### config.mk
export PLATFORM = sky130hd
export DESIGN_NAME = instr_mem_loader_flat
export DESIGN_NICKNAME = d
export VERILOG_FILES = /design/src/rtl/instr_mem_loader_pkg.sv /design/src/rtl/instr_mem_loader_if.sv /design/src/rtl/instr_mem_loader_byte_packer.sv /design/src/rtl/instr_mem_loader.sv /design/src/flat_wrapper.sv
export SDC_FILE = /design/constraint.sdc
export NUM_CORES = 1
export LEC_CHECK = 0
export BUFFER_PORTS_ARGS = -buffer_cell sky130_fd_sc_hd__buf_2
export CAP_MARGIN = 25
export CORE_ASPECT_RATIO = 0.5
export CORE_MARGIN = 10
export CORE_UTILIZATION = 58
export DETAILED_ROUTE_END_ITERATION = 10
export PLACE_DENSITY_LB_ADDON = 0.12
export SLEW_MARGIN = 20
export SYNTH_ARGS = -nofsm -noshare
export SYNTH_HDL_FRONTEND = slang
export SYNTH_SLANG_ARGS = --single-unit
### constraint.sdc
create_clock -name clk_i -period 2.9 [get_ports clk_i]
set_input_delay 0.145 -clock clk_i [delete_from_list [all_inputs] [get_ports clk_i]]
set_output_delay 0.145 -clock clk_i [all_outputs]
set_load 0.01 [all_outputs]
### src/rtl/instr_mem_loader_pkg.sv
// Shared types and constants for the instruction-memory boot loader.
package instr_mem_loader_pkg;

    typedef enum logic [2:0] {
        IDLE     = 3'd0,
        S_LEN_HI = 3'd1,
        S_LEN_LO = 3'd2,
        S_DATA   = 3'd3,
        S_CSUM   = 3'd4,
        DONE     = 3'd5,
        ERROR    = 3'd6
    } state_t;

    // Header bytes (LEN_HI, LEN_LO) preceding the payload.
    localparam int HDR_LEN = 2;

    function automatic logic takes_bytes(input state_t s);
        return s inside {S_LEN_HI, S_LEN_LO, S_DATA, S_CSUM};
    endfunction

endpackage

### src/rtl/instr_mem_loader_if.sv
// Byte-stream input, instruction-memory write port and CPU status of the loader.
interface instr_mem_loader_if #(parameter int ADDR_W = 5);
    logic              start_i;
    logic [7:0]        byte_i;
    logic              byte_valid_i;
    logic              byte_ready_o;
    logic              mem_we_o;
    logic [ADDR_W-1:0] mem_addr_o;
    logic [31:0]       mem_wdata_o;
    logic              cpu_rst_o;
    logic              done_o;
    logic              err_o;
    logic [15:0]       word_cnt_o;

    modport slave (
        input  start_i, byte_i, byte_valid_i,
        output byte_ready_o, mem_we_o, mem_addr_o, mem_wdata_o,
               cpu_rst_o, done_o, err_o, word_cnt_o
    );

    modport master (
        output start_i, byte_i, byte_valid_i,
        input  byte_ready_o, mem_we_o, mem_addr_o, mem_wdata_o,
               cpu_rst_o, done_o, err_o, word_cnt_o
    );
endinterface

### src/rtl/instr_mem_loader_byte_packer.sv
// Packs a big-endian byte stream into 32-bit words; word_full marks the 4th byte.
module byte_packer (
    input  logic        clk,
    input  logic        rst_n,
    input  logic        clear,
    input  logic        take,
    input  logic [7:0]  data,
    output logic        word_full,
    output logic [31:0] word
);
    logic [1:0]  cnt;
    logic [23:0] shift;

    // The word completes combinationally with the 4th byte so it can be registered in one step.
    assign word_full = take && (cnt == 2'd3);
    assign word      = {shift, data};

    // NOTE: state registers use non-blocking assignments so every flop samples pre-edge values.
    always_ff @(posedge clk or negedge rst_n) begin
        if (!rst_n) begin
            cnt   <= '0;
            shift <= '0;
        end else if (clear) begin
            cnt   <= '0;
            shift <= '0;
        end else if (take) begin
            cnt   <= cnt + 2'd1;
            shift <= {shift[15:0], data};
        end
    end
endmodule

### src/rtl/instr_mem_loader.sv
// Boot loader: receives a length-framed, XOR-checked image and writes it to instruction memory.
module instr_mem_loader
    import instr_mem_loader_pkg::*;
#(
    parameter int ADDR_W = 5
) (
    input logic               clk_i,
    input logic               rst_i,
    instr_mem_loader_if.slave bus
);
    localparam logic [16:0] MAX_WORDS = 17'd1 << ADDR_W;

    state_t      state, state_nxt;
    logic [7:0]  len_hi;
    logic [15:0] len;
    logic [15:0] word_idx;
    logic [15:0] word_cnt;
    logic [7:0]  csum;
    logic [15:0] len_rx;
    logic        take, start_ok, pack_take, word_full;
    logic [31:0] packed_word;

    assign take      = bus.byte_valid_i && bus.byte_ready_o;
    assign start_ok  = bus.start_i && (state inside {IDLE, DONE, ERROR});
    assign pack_take = take && (state == S_DATA);
    assign len_rx    = {len_hi, bus.byte_i};

    assign bus.byte_ready_o = takes_bytes(state);
    assign bus.done_o       = (state == DONE);
    assign bus.cpu_rst_o    = (state == DONE);
    assign bus.err_o        = (state == ERROR);
    assign bus.word_cnt_o   = word_cnt;

    byte_packer u_packer (
        .clk       (clk_i),
        .rst_n     (rst_i),
        .clear     (start_ok),
        .take      (pack_take),
        .data      (bus.byte_i),
        .word_full (word_full),
        .word      (packed_word)
    );

    always_ff @(posedge clk_i or negedge rst_i) begin
        if (!rst_i) state <= IDLE;
        else        state <= state_nxt;
    end

    // NOTE: next state defaults to the current state first, so no path can infer a latch.
    always_comb begin
        state_nxt = state;
        case (state)
            IDLE, DONE, ERROR: if (bus.start_i) state_nxt = S_LEN_HI;
            S_LEN_HI:          if (take) state_nxt = S_LEN_LO;
            S_LEN_LO: if (take) begin
                if ({1'b0, len_rx} > MAX_WORDS) state_nxt = ERROR;
                else if (len_rx == 16'd0)       state_nxt = S_CSUM;
                else                            state_nxt = S_DATA;
            end
            S_DATA: if (word_full && (word_idx + 16'd1 == len)) state_nxt = S_CSUM;
            S_CSUM: if (take) state_nxt = (bus.byte_i == csum) ? DONE : ERROR;
            default: state_nxt = IDLE;
        endcase
    end

    // Write strobe is registered; word_cnt trails it by one cycle.
    always_ff @(posedge clk_i or negedge rst_i) begin
        if (!rst_i) begin
            len_hi          <= '0;
            len             <= '0;
            word_idx        <= '0;
            word_cnt        <= '0;
            csum            <= '0;
            bus.mem_we_o    <= 1'b0;
            bus.mem_addr_o  <= '0;
            bus.mem_wdata_o <= '0;
        end else begin
            bus.mem_we_o <= word_full;
            if (word_full) begin
                bus.mem_addr_o  <= word_idx[ADDR_W-1:0];
                bus.mem_wdata_o <= packed_word;
            end
            if (start_ok) begin
                word_idx <= '0;
                word_cnt <= '0;
                csum     <= '0;
            end else begin
                if (word_full)    word_idx <= word_idx + 16'd1;
                if (bus.mem_we_o) word_cnt <= word_cnt + 16'd1;
                if (pack_take)    csum     <= csum ^ bus.byte_i;
            end
            if (take && state == S_LEN_HI) len_hi <= bus.byte_i;
            if (take && state == S_LEN_LO) len    <= len_rx;
        end
    end
endmodule
### src/flat_wrapper.sv
// flat-port wrapper written by rule: the top's interface ports become plain ports
module instr_mem_loader_flat import instr_mem_loader_pkg::*;
#(
    parameter int ADDR_W = 5
)
  (clk_i, rst_i, bus_start_i, bus_byte_i, bus_byte_valid_i, bus_byte_ready_o, bus_mem_we_o, bus_mem_addr_o, bus_mem_wdata_o, bus_cpu_rst_o, bus_done_o, bus_err_o, bus_word_cnt_o);
  instr_mem_loader_if #(.ADDR_W(ADDR_W)) bus_i ();
  input logic clk_i;
  input logic rst_i;
  input wire logic [$bits(bus_i.start_i)-1:0] bus_start_i;
  input wire logic [$bits(bus_i.byte_i)-1:0] bus_byte_i;
  input wire logic [$bits(bus_i.byte_valid_i)-1:0] bus_byte_valid_i;
  output wire logic [$bits(bus_i.byte_ready_o)-1:0] bus_byte_ready_o;
  output wire logic [$bits(bus_i.mem_we_o)-1:0] bus_mem_we_o;
  output wire logic [$bits(bus_i.mem_addr_o)-1:0] bus_mem_addr_o;
  output wire logic [$bits(bus_i.mem_wdata_o)-1:0] bus_mem_wdata_o;
  output wire logic [$bits(bus_i.cpu_rst_o)-1:0] bus_cpu_rst_o;
  output wire logic [$bits(bus_i.done_o)-1:0] bus_done_o;
  output wire logic [$bits(bus_i.err_o)-1:0] bus_err_o;
  output wire logic [$bits(bus_i.word_cnt_o)-1:0] bus_word_cnt_o;
  assign bus_i.start_i = bus_start_i;
  assign bus_i.byte_i = bus_byte_i;
  assign bus_i.byte_valid_i = bus_byte_valid_i;
  assign bus_byte_ready_o = bus_i.byte_ready_o;
  assign bus_mem_we_o = bus_i.mem_we_o;
  assign bus_mem_addr_o = bus_i.mem_addr_o;
  assign bus_mem_wdata_o = bus_i.mem_wdata_o;
  assign bus_cpu_rst_o = bus_i.cpu_rst_o;
  assign bus_done_o = bus_i.done_o;
  assign bus_err_o = bus_i.err_o;
  assign bus_word_cnt_o = bus_i.word_cnt_o;
  instr_mem_loader #(.ADDR_W(ADDR_W)) u_core (.clk_i(clk_i), .rst_i(rst_i), .bus(bus_i));
endmodule
Word-level counts from Yosys, hierarchy flattened

Cells that the tools add are included.
W data, S select, Z words.

Bits of input ports: 12
Word-level logic and storage cells: 65
Bits in registers: 131

Order comparisons: 1
Mux-type cells: 19
Bitwise gates (word level): 1
Equality and inequality tests: 14
Reductions and logical operators: 16
Add/sub/neg operators: 3

Operator list:

| cell                    | number |
|---|---|
| $mux W16                | 4 |
| $mux W24                | 2 |
| $add A16 B1 Y16 const B | 2 |
| $mux W3                 | 7 |
| $eq A16 B16 Y1          | 1 |
| $gt A16 B6 Y1 const B   | 1 |
| $logic_not A16 Y1       | 1 |
| $mux W8                 | 2 |
| $pmux W3 S5             | 1 |
| $eq A3 B3 Y1 const B    | 3 |
| $eq A8 B8 Y1            | 1 |
| $xor A8 B8 Y8           | 1 |
| $logic_and A1 B1 Y1     | 7 |
| $eq A3 B2 Y1 const B    | 2 |
| $mux W2                 | 3 |
| $ne A2 B1 Y1 const B    | 3 |
| $reduce_bool A2 Y1      | 3 |
| $reduce_and A5 Y1       | 1 |
| $ne A2 B2 Y1 const B    | 2 |
| $reduce_bool A4 Y1      | 1 |
| $eq A3 B1 Y1 const B    | 1 |
| $logic_not A3 Y1        | 1 |
| $reduce_bool A3 Y1      | 1 |
| $reduce_or A3 Y1        | 1 |
| 2 further kinds         | 2 |

Logic depth before layout (Yosys ltp)

Gate-level depths: netlist of the first run.

Word-level depth: 8
Depth in mapped cells: 9

Modules after synthesis

From an unflattened synthesis of the first run, not the netlist that was laid out.

Cells, all modules: 554
Area total of the unflattened synthesis: 6382.4 µm²

By module, submodules not included:

| module           | times used | sequential area each (µm²) | cells an instance | area each (µm²) |
|---|---|---|---|---|
| instr_mem_loader | 1          | 2627.5                     | 460               | 5228.8 |
| byte_packer      | 1          | 650.6                      | 94                | 1153.6 |

Worst setup path before layout of the first run

OpenSTA, ideal clock, no wires.

Path type: register to register
Start point: register u_core.word_idx[1]
End point: register u_core.state[0]
Slack: 875 ps
Stages on the path, launching flop included: 8
Path buffers: 0
Arrival time: 1894 ps
Cell sequence: dfrtp_1 > ha_1 > nand3_4 > or3_1 > a32o_1 > nor4_1 > and4_1 > nor3_1

Word-level cells in the longest chain between the ends: 5

RTL lines:

| element                     | RTL line               | source |
|---|---|---|
| from (decl)                 | instr_mem_loader.sv:16 | `logic [15:0] word_idx;` |
| from (signal assigned)      | instr_mem_loader.sv:88 | `if (word_full) word_idx <= word_idx + 16'd1;` |
| $add A16 B1 Y16             | instr_mem_loader.sv:60 | `S_DATA: if (word_full && (word_idx + 16'd1 == len)) state_nxt = S_CSUM;` |
| $eq A16 B16 Y1              | instr_mem_loader.sv:60 |  |
| $logic_and A1 B1 Y1         | instr_mem_loader.sv:60 |  |
| $ne A2 B2 Y1 (no line)      | -                      |  |
| $reduce_and A5 Y1 (no line) | -                      |  |
| to (signal assigned)        | instr_mem_loader.sv:46 | `else state <= state_nxt;` |
| to (decl)                   | instr_mem_loader.sv:13 | `state_t state, state_nxt;` |

No other way between the ends.
A chain may end at the register's enable or synchronous reset.

Final worst setup path of the first run

Start point: register u_core.word_idx[0]
End point: register u_core.state[0]

The elaborated chain is that of the path after synthesis.

==> results of run 1 <==
## cell type report
class / instances / share of cell area
Clock inverter: 12 / 0.01836
Sequential cell: 131 / 0.4581
Tap cell: 140 / 0.02448
Clock buffer: 20 / 0.06242
Timing Repair Buffer: 81 / 0.06645
Inverter: 4 / 0.002098
Multi-Input combinational cell: 459 / 0.3681
## synthesized netlist by cell type, types with 2 or more instances
master      n
nand2_1   177
dfrtp_1   131
nor2_1     48
xnor2_1    39
a21oi_1    35
xor2_1     26
mux2_2     24
clkbuf_1   17
nand3_1    12
nand4_1    12
o21ai_0    11
nor3_1      8
buf_4       6
or3_1       6
buf_1       5
nand2b_1    5
nor4_1      5
a211o_1     4
and3_1      4
buf_2       4
buf_6       4
inv_1       4
and4_1      3
ha_1        3
nor2b_1     3
or4_1       3
a211oi_1    2
and2_1      2
mux2i_1     2
nand3b_1    2
o211ai_1    2
or2b_1      2
## final timing paths
kind | end | slack (ns)
max | u_core.state[0] | 0.57
min | u_core.bus.mem_wdata_o[2] | 0.03
max reg2reg | u_core.state[0] | 0.57
min reg2reg | u_core.bus.mem_wdata_o[8] | 0.47
max in group asynchronous | u_core.bus.mem_wdata_o[5] | 1.75
min in group asynchronous | u_core.bus.mem_wdata_o[15] | 0.32
## state kept, by name, indices dropped and copies added, names as in the netlist
register,count
u_core.bus.mem_addr_o,5
u_core.bus.mem_wdata_o,32
u_core.bus.mem_we_o,1
u_core.bus.word_cnt_o,16
u_core.csum,8
u_core.len,16
u_core.len_hi,8
u_core.state,3
u_core.u_packer.cnt,2
u_core.u_packer.shift,24
u_core.word_idx,16
## worst min-delay path, delay by kind of cell
kind	cells	cell delay, ns
buf+inv	1	0.15
simple gates	2	0.11
## where the power goes
part	switching (mW)	total [mW]	leakage, nW	internal, mW
logic	0.794	1.53	1.46	0.733
clock network	0.804	2.09	0.285	1.29
registers	0.425	2.72	1.75	2.30
total	2.02	6.35	3.49	4.32
## per-stage QoR
stage / std cells / hold slack (ns) / util / power [mW]
after detailed placement: 813 / 0.2476 / 0.6399 / 4.264
after global placement: 812 / 0.2345 / 0.6385 / 4.197
after floorplan: 630 / -0.1506 / - / 3.783
after CTS: 847 / 0.01115 / 0.6983 / 6.405
final: 847 / 0.03312 / 0.6983 / 6.346
after global routing: 847 / 0.02563 / 0.6983 / 6.713
## layer usage
metal	part of all wire	track usage	wire length (um)
met2	0.47	0.2923	6389
met5	0	0	0
met4	0.0095	0.07185	129
met1	0.46	0.2415	6208
met3	0.059	0.04196	791
## placed cells by master, fill, tap and decap left out, types with 6 or more instances in the layout
cell,Yosys,routed
xor2_1,26,26
or3_1,6,6
dfrtp_1,131,131
a21oi_1,35,35
clkbuf_16,0,17
xnor2_1,39,39
mux2_2,24,24
o21ai_0,11,11
nor3_1,8,8
nor2_1,48,48
nand4_1,12,12
buf_4,6,8
nand2_1,177,177
nand3_1,12,12
buf_2,4,68
## kinds of logic after synthesis
kind of cell,share of synthesized area
AO/OA/AOI/OAI,0.06340
XOR/XNOR,0.09305
adder cells (fa/ha/maj),0.006136
buffers and inverters,0.03395
flip-flops,0.5358
multiplexers,0.04744
AND/OR/NAND/NOR,0.2202
==> impl_metrics.ini, run 1 <==
[outcome]
status = completed

[layout]
multi_input_area_mm2 = 0.002634
drive_above_1_share = 0.1952
area_growth_pct = 16.95
final_nets = 709
diodes = 0
fillers = 791
fin_area_mm2 = 0.007156
final-seq-area_mm2 = 0.003278

[grt]
grt_pass1_vias = 4683
antenna_found_initial = 0
gr-total-overflow = 0
grt_use_total = 0.1843
grt_pass1_wl_mm = 22.91
grt_max_degree = 56

[floorplanning]
placementRows = 26
ioPinCount = 70
die_area_mm2 = 0.01531
core_region_area_mm2 = 0.01025
dieWidth_um = 165.3
start_util = 0.5971
dieHeight_um = 92.63

[detailed_routing]
vias = 4591
wl_per_cell_um = 15.96
firstDrtPassIters = 5
drt-initial-drc-count = 361
ant_nets = 0
wirelength_mm = 13.52
drc = 0
vias_per_cell = 5.420

[timing]
final.setup.tns_ns = 0
report.final.slew_viol_count = 0
layout_min_cycle_time_ns = 2.328
final-hold-violation-count = 0
setup_viol = 0
setup_slack_ns = 0.5716
rsz0062_at_grt = no
fmax_mhz = 429.5
slew-limit-headroom = 0.5348
tightest_slew_ns = 0.6978
finalCritPeriodShare = 0.8029
finalClockSkew_ns = 0.007837

[place]
gp_congestion = 0.8573
post-place-ws_ns = 0.6088
place_area_mm2 = 0.006558
io_buffer_count = 69
dpl.hpwl_mm = 9.032

[cts]
tritoncts = built
postCtsHoldBufs = 2
clock_path_buffers = 2
clk_pin_slew_ns = 0.06
cts_made_buffers = 17
cts.sinks = 131
clock_latency_ns = 0.41
cts_root_buf = clkbuf_16
cts.repair.resized = 0
htreeDepth = 4
postCtsSetupRepairBufs = 0

[power_and_ir_drop]
ir_worst_vdd_mv = 0.4950
p_leak_nw = 3.495
p_per_area_mw_per_mm2 = 886.8

[synth]
synth_seq_cells = 131
syn-num-nets = 645
synth.avg_cell_area_um2 = 9.712
synthCells = 630
synth_area_mm2 = 0.006118
synth_edf_count = 0
synth.largest_area_cell = dfrtp_1
synth.distinct_cells = 51
async_flop_share = 1.000
yosys.area.top_type_share = 0.5358
yosys_most_used_dff = dfrtp_1
ys.warnings.count = 0
synth-seq-area-share = 0.5358
synthTopCellsByArea = dfrtp_1 (54%), nand2_1 (11%), xnor2_1 (5.6%)

[worst_setup_path]
cpLargestDelayFamily = simple AND/OR/NAND/NOR gates
r2r-start = u_core.word_idx[0]
crit_buf_inv = 0
startpoint_type = flop
crit_path_top_delay_cell = dfrtp_1
reg2regPathDepth = 7
critical_path_cell_count = 7
cpPeakStageDelay_ns = 0.46
worstSetupPathType = reg -> reg
worst_ep_required_time_ns = 3.18
cp_cell_sequence = ha_1 > nand3_4 > or3_1 > a32o_1 > nor4_1 > and4_1 > nor3_1
endpoint_kind = flop
cp.arrival_ns = 2.60
path_max_fanout = 10
startpoint = u_core.word_idx[0]

[worst_hold_path]
hold_class = in -> reg
holdPathStages = 3
min-delay-start = bus_byte_i[2]

[job]
maxCapViolCount = 0
(Power assumes the default switching activity.)
==> inputs of run 2 (changes only) <==
--- a/config.mk
+++ b/config.mk
@@ -9,7 +9,7 @@
 export CAP_MARGIN = 25
 export CORE_ASPECT_RATIO = 0.5
 export CORE_MARGIN = 10
-export CORE_UTILIZATION = 58
+export CORE_UTILIZATION = 53
 export DETAILED_ROUTE_END_ITERATION = 10
 export PLACE_DENSITY_LB_ADDON = 0.12
 export SLEW_MARGIN = 20
==> constraint.sdc (replaced) <==
create_clock -name clk_i -period 2 [get_ports clk_i]
set_input_delay 0.1 -clock clk_i [delete_from_list [all_inputs] [get_ports clk_i]]
set_output_delay 0.1 -clock clk_i [all_outputs]
set_load 0.01 [all_outputs]
==> impl_metrics.ini, run 2 (synthesis results as in run 1) <==
[outcome]
status = completed

[worst_setup_path]
path_max_fanout = 5
startpoint_type = flop
worst_ep_required_time_ns = 2.28
crit_path_top_delay_cell = dfrtp_1
cp.arrival_ns = 2.24
cpPeakStageDelay_ns = 0.40
worstSetupPathType = reg -> reg
reg2reg_slack_ns = 0.04
r2r-start = u_core.word_idx[1]
endpoint_kind = flop
crit_path_frequent_cell = buf_4
reg2regPathDepth = 8
cp_cell_sequence = buf_4 > nand4_1 > nor2_1 > buf_4 > a211o_1 > a21oi_1 > and4_1 > nor3_1
timing.rr.end = u_core.state[0]

[detailed_routing]
vias = 4751
wirelength_mm = 14.38
wl_per_cell_um = 16.32
vias_per_cell = 5.393
drc = 0
drt-initial-drc-count = 281
firstDrtPassIters = 5
ant_nets = 0

[grt]
gr-total-overflow = 0
grt_max_degree = 47
grt_pass1_vias = 4711
grt_use_total = 0.1801
grt_pass1_wl_mm = 23.48
antenna_found_initial = 0

[place]
gp_congestion = 0.8852
io_buffer_count = 69
dpl.hpwl_mm = 9.630

[layout]
area_growth_pct = 22.92
largest_reg_flops = 32
top_regs = u_core.bus.mem_wdata_o: 32 flops, u_core.u_packer.shift: 24 flops
final_nets = 738
final_cell_mix = nand2_1 (177), dfrtp_1 (131), buf_2 (68)
diodes = 0
regMostFlops = u_core.bus.mem_wdata_o
final_common_cell = nand2_1
drive_above_1_share = 0.2391

[power_and_ir_drop]
fin_total_pwr_mw = 9.780
p_leak_nw = 3.680
power_frac_clock = 0.347
internal_power_mw = 6.716
p_seq_frac = 0.394
power.net_switching_mw = 3.064
p_per_area_mw_per_mm2 = 1300
swShare = 0.3133
ir_worst_vdd_mv = 0.6561
pwr-share-comb = 0.259

[timing]
setup_viol = 0
final-hold-violation-count = 0
layout_min_cycle_time_ns = 1.957
holdWs_ns = 0.01522
finalCritPeriodShare = 0.9786
fmax_mhz = 511.0
tightest_slew_ns = 0.4560
report.final.slew_viol_count = 0
final.setup.tns_ns = 0
rsz0062_at_grt = yes
slew-limit-headroom = 0.6960
finalClockSkew_ns = 0.01202

[floorplanning]
dieHeight_um = 95.98
placementRows = 27
dieWidth_um = 171.9
start_util = 0.5488
core_region_area_mm2 = 0.01115
ioPinCount = 70
die_area_mm2 = 0.01650

[cts]
clk_pin_slew_ns = 0.06
cts_made_buffers = 17
cts_root_buf = clkbuf_16
postCtsSetupRepairBufs = 0
clock_path_buffers = 2
tritoncts = built
htreeDepth = 4
clock_latency_ns = 0.42
cts.sinks = 131

[worst_hold_path]
min-delay-start = bus_byte_i[5]
hold_class = in -> reg
hold_end = u_core.bus.mem_wdata_o[5]
holdPathStages = 3

[job]
maxCapViolCount = 0
==> run 2: changes by cell type in the layout (fill, tap and decap cells not counted), sizes merged <==
cell	previous run	this run
clkinv	7	5
inv	6	7
buf	79	108
clkbuf	20	19
bufinv	2	4
==> run 2: per-layer routing <==
layer  vias up  global-route usage  routed length [um]
li1       2282                   -                   -
met1      2335              0.2362                6622
met2       116              0.2880                6717
met3        18             0.05145                 863
met4         0             0.05132                 174
met5         -                   0                   0
==> run 2: layout make-up <==
class | count | area [um^2]
Clock buffer | 19 | 452.9
Clock inverter | 13 | 196.4
Fill cell | 872 | 3627
Inverter | 4 | 15.01
Multi-Input combinational cell | 459 | 2679
Sequential cell | 131 | 3278
Tap cell | 145 | 181.4
Timing Repair Buffer | 110 | 718.2
==> run 2: metrics by stage <==
| stage | worst slack [ns] | instance area [um^2] | instances | util |
|---|---|---|---|---|
| 2_1_floorplan | 0.01560 | 6121 | 630 | - |
| 3_3_place_gp | 0.06391 | 6802 | 847 | 0.6101 |
| 3_5_place_dp | 0.04768 | 6802 | 847 | 0.6101 |
| 4_1_cts | 0.03171 | 7471 | 881 | 0.6701 |
| 5_1_grt | -0.03455 | 7521 | 881 | 0.6746 |
| 6_report | 0.04286 | 7521 | 881 | 0.6746 |
==> run 2: worst max-delay path by stage <==
stage | cells past startpoint | start | slack (ns) | endpoint
after global placement | 7 | u_core.word_idx[0] | 0.06 | u_core.state[0]
after detailed placement | 7 | u_core.word_idx[0] | 0.05 | u_core.state[0]
after CTS | 7 | u_core.word_idx[0] | 0.03 | u_core.state[0]
after floorplan | 7 | u_core.word_idx[1] | 0.02 | u_core.state[0]
after global routing | 7 | u_core.word_idx[1] | -0.03 | u_core.state[0]
final | 8 | u_core.word_idx[1] | 0.04 | u_core.state[0]
==> run 2: power by group through the flow <==
stage / Clock [mW] / Combinational (mW) / Sequential (mW)
after global routing: 3.58 / 2.80 / 3.93
final: 3.39 / 2.54 / 3.85
after global placement: 0 / 2.44 / 3.86
after detailed placement: 0 / 2.50 / 3.88
after floorplan: 0 / 1.67 / 3.82
after CTS: 3.44 / 2.54 / 3.84
==> run 2: what timing repair did <==
| action | in CTS | in global routing |
|---|---|---|
| hold buffers | 2 | 0 |
| setup endpoints to repair | 0 | 4 |
| resized for setup | 0 | 9 |
| hold endpoints to repair | 109 | 0 |
==> run 2: worst max-delay path: cells and delay by family (launching register included) <==
kind / cells / cell delay [ns]
and+or+nand+nor: 4 / 0.62
buffers and inverters: 2 / 0.32
AOI/OAI and AO/OA: 2 / 0.48
DFF: 1 / 0.40
==> inputs of run 3 (changes only) <==
--- a/config.mk
+++ b/config.mk
@@ -9,7 +9,8 @@
 export CAP_MARGIN = 25
 export CORE_ASPECT_RATIO = 0.5
 export CORE_MARGIN = 10
-export CORE_UTILIZATION = 53
+export CORE_UTILIZATION = 55
+export CTS_BUF_LIST = sky130_fd_sc_hd__clkbuf_8
 export DETAILED_ROUTE_END_ITERATION = 10
 export PLACE_DENSITY_LB_ADDON = 0.12
 export SLEW_MARGIN = 20
==> impl_metrics.ini, run 3 (synthesis results as in run 1) <==
[layout]
area_growth_pct = 19.71
final_cell_mix = nand2_1 (177), dfrtp_1 (130), buf_2 (68)
regMostFlops = u_core.bus.mem_wdata_o
top_regs = u_core.bus.mem_wdata_o: 32 flops, u_core.u_packer.shift: 24 flops
diodes = 0
final_nets = 740
fillers = 897
final_common_cell = nand2_1
drive_above_1_share = 0.2398
largest_reg_flops = 32

[timing]
setup_viol = 0
report.final.slew_viol_count = 0
layout_min_cycle_time_ns = 1.918
tightest_slew_ns = 0.5270
rsz0062_at_grt = yes
final.setup.tns_ns = 0
finalCritPeriodShare = 0.9589
holdWs_ns = 0.02445
final-hold-violation-count = 0
slew-limit-headroom = 0.6487
fmax_mhz = 521.5
finalClockSkew_ns = 0.01519

[floorplanning]
start_util = 0.5590
placementRows = 27
ioPinCount = 70
dieHeight_um = 94.58
die_area_mm2 = 0.01600
core_region_area_mm2 = 0.01095
dieWidth_um = 169.2

[cts]
postCtsSetupRepairBufs = 0
cts_made_buffers = 17
cts.sinks = 131
clock_latency_ns = 0.44
cts_root_buf = clkbuf_8
tritoncts = built
htreeDepth = 4
clk_pin_slew_ns = 0.07
clock_path_buffers = 2

[place]
gp_congestion = 0.8530
dpl.hpwl_mm = 9.504
io_buffer_count = 69

[detailed_routing]
ant_nets = 0
wirelength_mm = 13.95
drt-initial-drc-count = 337
vias = 4670
drc = 0
wl_per_cell_um = 15.80
vias_per_cell = 5.289
firstDrtPassIters = 5

[worst_setup_path]
path_max_fanout = 3
cpPeakStageDelay_ns = 0.40
worst_ep_required_time_ns = 2.31
cp.arrival_ns = 2.23
cp_cell_sequence = ha_4 > nand3_4 > or3_1 > a32o_1 > nor4_2 > and4_4 > nor3_2
startpoint_type = flop
worstSetupPathType = reg -> reg
endpoint_kind = flop
crit_path_top_delay_cell = dfrtp_1

[grt]
grt_pass1_vias = 4678
grt_use_total = 0.1825
grt_max_degree = 51
gr-total-overflow = 0
antenna_found_initial = 0
grt_pass1_wl_mm = 23.76

[power_and_ir_drop]
p_per_area_mw_per_mm2 = 1193
p_leak_nw = 3.577
ir_worst_vdd_mv = 0.5738

[outcome]
status = completed

[worst_hold_path]
hold_class = in -> reg

[job]
maxCapViolCount = 0
==> run 3: cell count changes in the layout (fill, tap and decap cells not counted), sizes merged <==
cell         previous run  this run
inv                     7         5
dlygate4sd3             2         5
bufinv                  4         3
clkinvlp                1         4
buf                   108       107
==> run 3: final cells by class <==
type	count	area, um^2	share of cell area
sequential	131	3279	0.4477
tap	145	181.4	0.02477
clock buffer	19	261.5	0.03570
clock inverter	13	160.2	0.02187
multi-input combinational	459	2690	0.3673
timing repair buffer	112	737.0	0.1006
inverter	4	15.01	0.002050
==> run 3: path summary, 6_finish.rpt <==
check | start | end | slack (ns) | depth (start not counted)
setup / recovery | u_core.word_idx[1] | u_core.state[0] | 0.08 | 7
hold reg to reg | u_core.u_packer.shift[23] | u_core.bus.mem_wdata_o[31] | 0.46 | 2
hold / removal | bus_byte_i[2] | u_core.bus.mem_wdata_o[2] | 0.02 | 4
max in group asynchronous | rst_i | u_core.bus.word_cnt_o[7] | 1.16 | 3
min in group asynchronous | rst_i | u_core.bus.mem_wdata_o[28] | 0.17 | 2
setup reg to reg | u_core.word_idx[1] | u_core.state[0] | 0.08 | 7
==> run 3: where the power goes <==
| part | total, mW | switching [mW] | internal, mW |
|---|---|---|---|
| registers | 3.90 | 0.569 | 3.33 |
| clock network | 2.35 | 1.06 | 1.29 |
| logic | 2.49 | 1.29 | 1.20 |
==> run 3: critical path, delay by kind of cell (launching register included) <==
kind / cells / cell delay [ns]
and+or+nand+nor: 5 / 0.97
adders and majority gates: 1 / 0.17
DFF: 1 / 0.40
AOI/OAI and AO/OA: 1 / 0.26
==> run 3: timing repair <==
action                                 CTS  global route
hold buffers                             5             0
setup endpoints to repair                3             4
pin swaps                                4             1
gates resized for setup                  3            10
endpoints found under the hold margin   42             0
==> run 3: per-layer routing <==
layer  wire (um)  vias up  global-route usage
li1            -     2284                   -
met1        6742     2254              0.2423
met2        6335      110              0.2879
met3         675       22             0.04519
met4         195        0             0.06643
met5           0        -                   0
==> run 3: metrics by stage <==
| step | cell area, um^2 | setup slack, ns | instances | power [mW] | util |
|---|---|---|---|---|---|
| 6_report | 7325 | 0.08228 | 883 | 8.741 | 0.6692 |
| 5_1_grt | 7325 | -0.03874 | 883 | 9.281 | 0.6692 |
| 4_1_cts | 7282 | 0.01121 | 883 | 8.749 | 0.6653 |
| 3_5_place_dp | 6794 | -0.02730 | 846 | 6.346 | 0.6207 |
| 3_3_place_gp | 6794 | 0.05619 | 846 | 6.254 | 0.6207 |
| 2_1_floorplan | 6121 | 0.01560 | 630 | 5.486 | - |
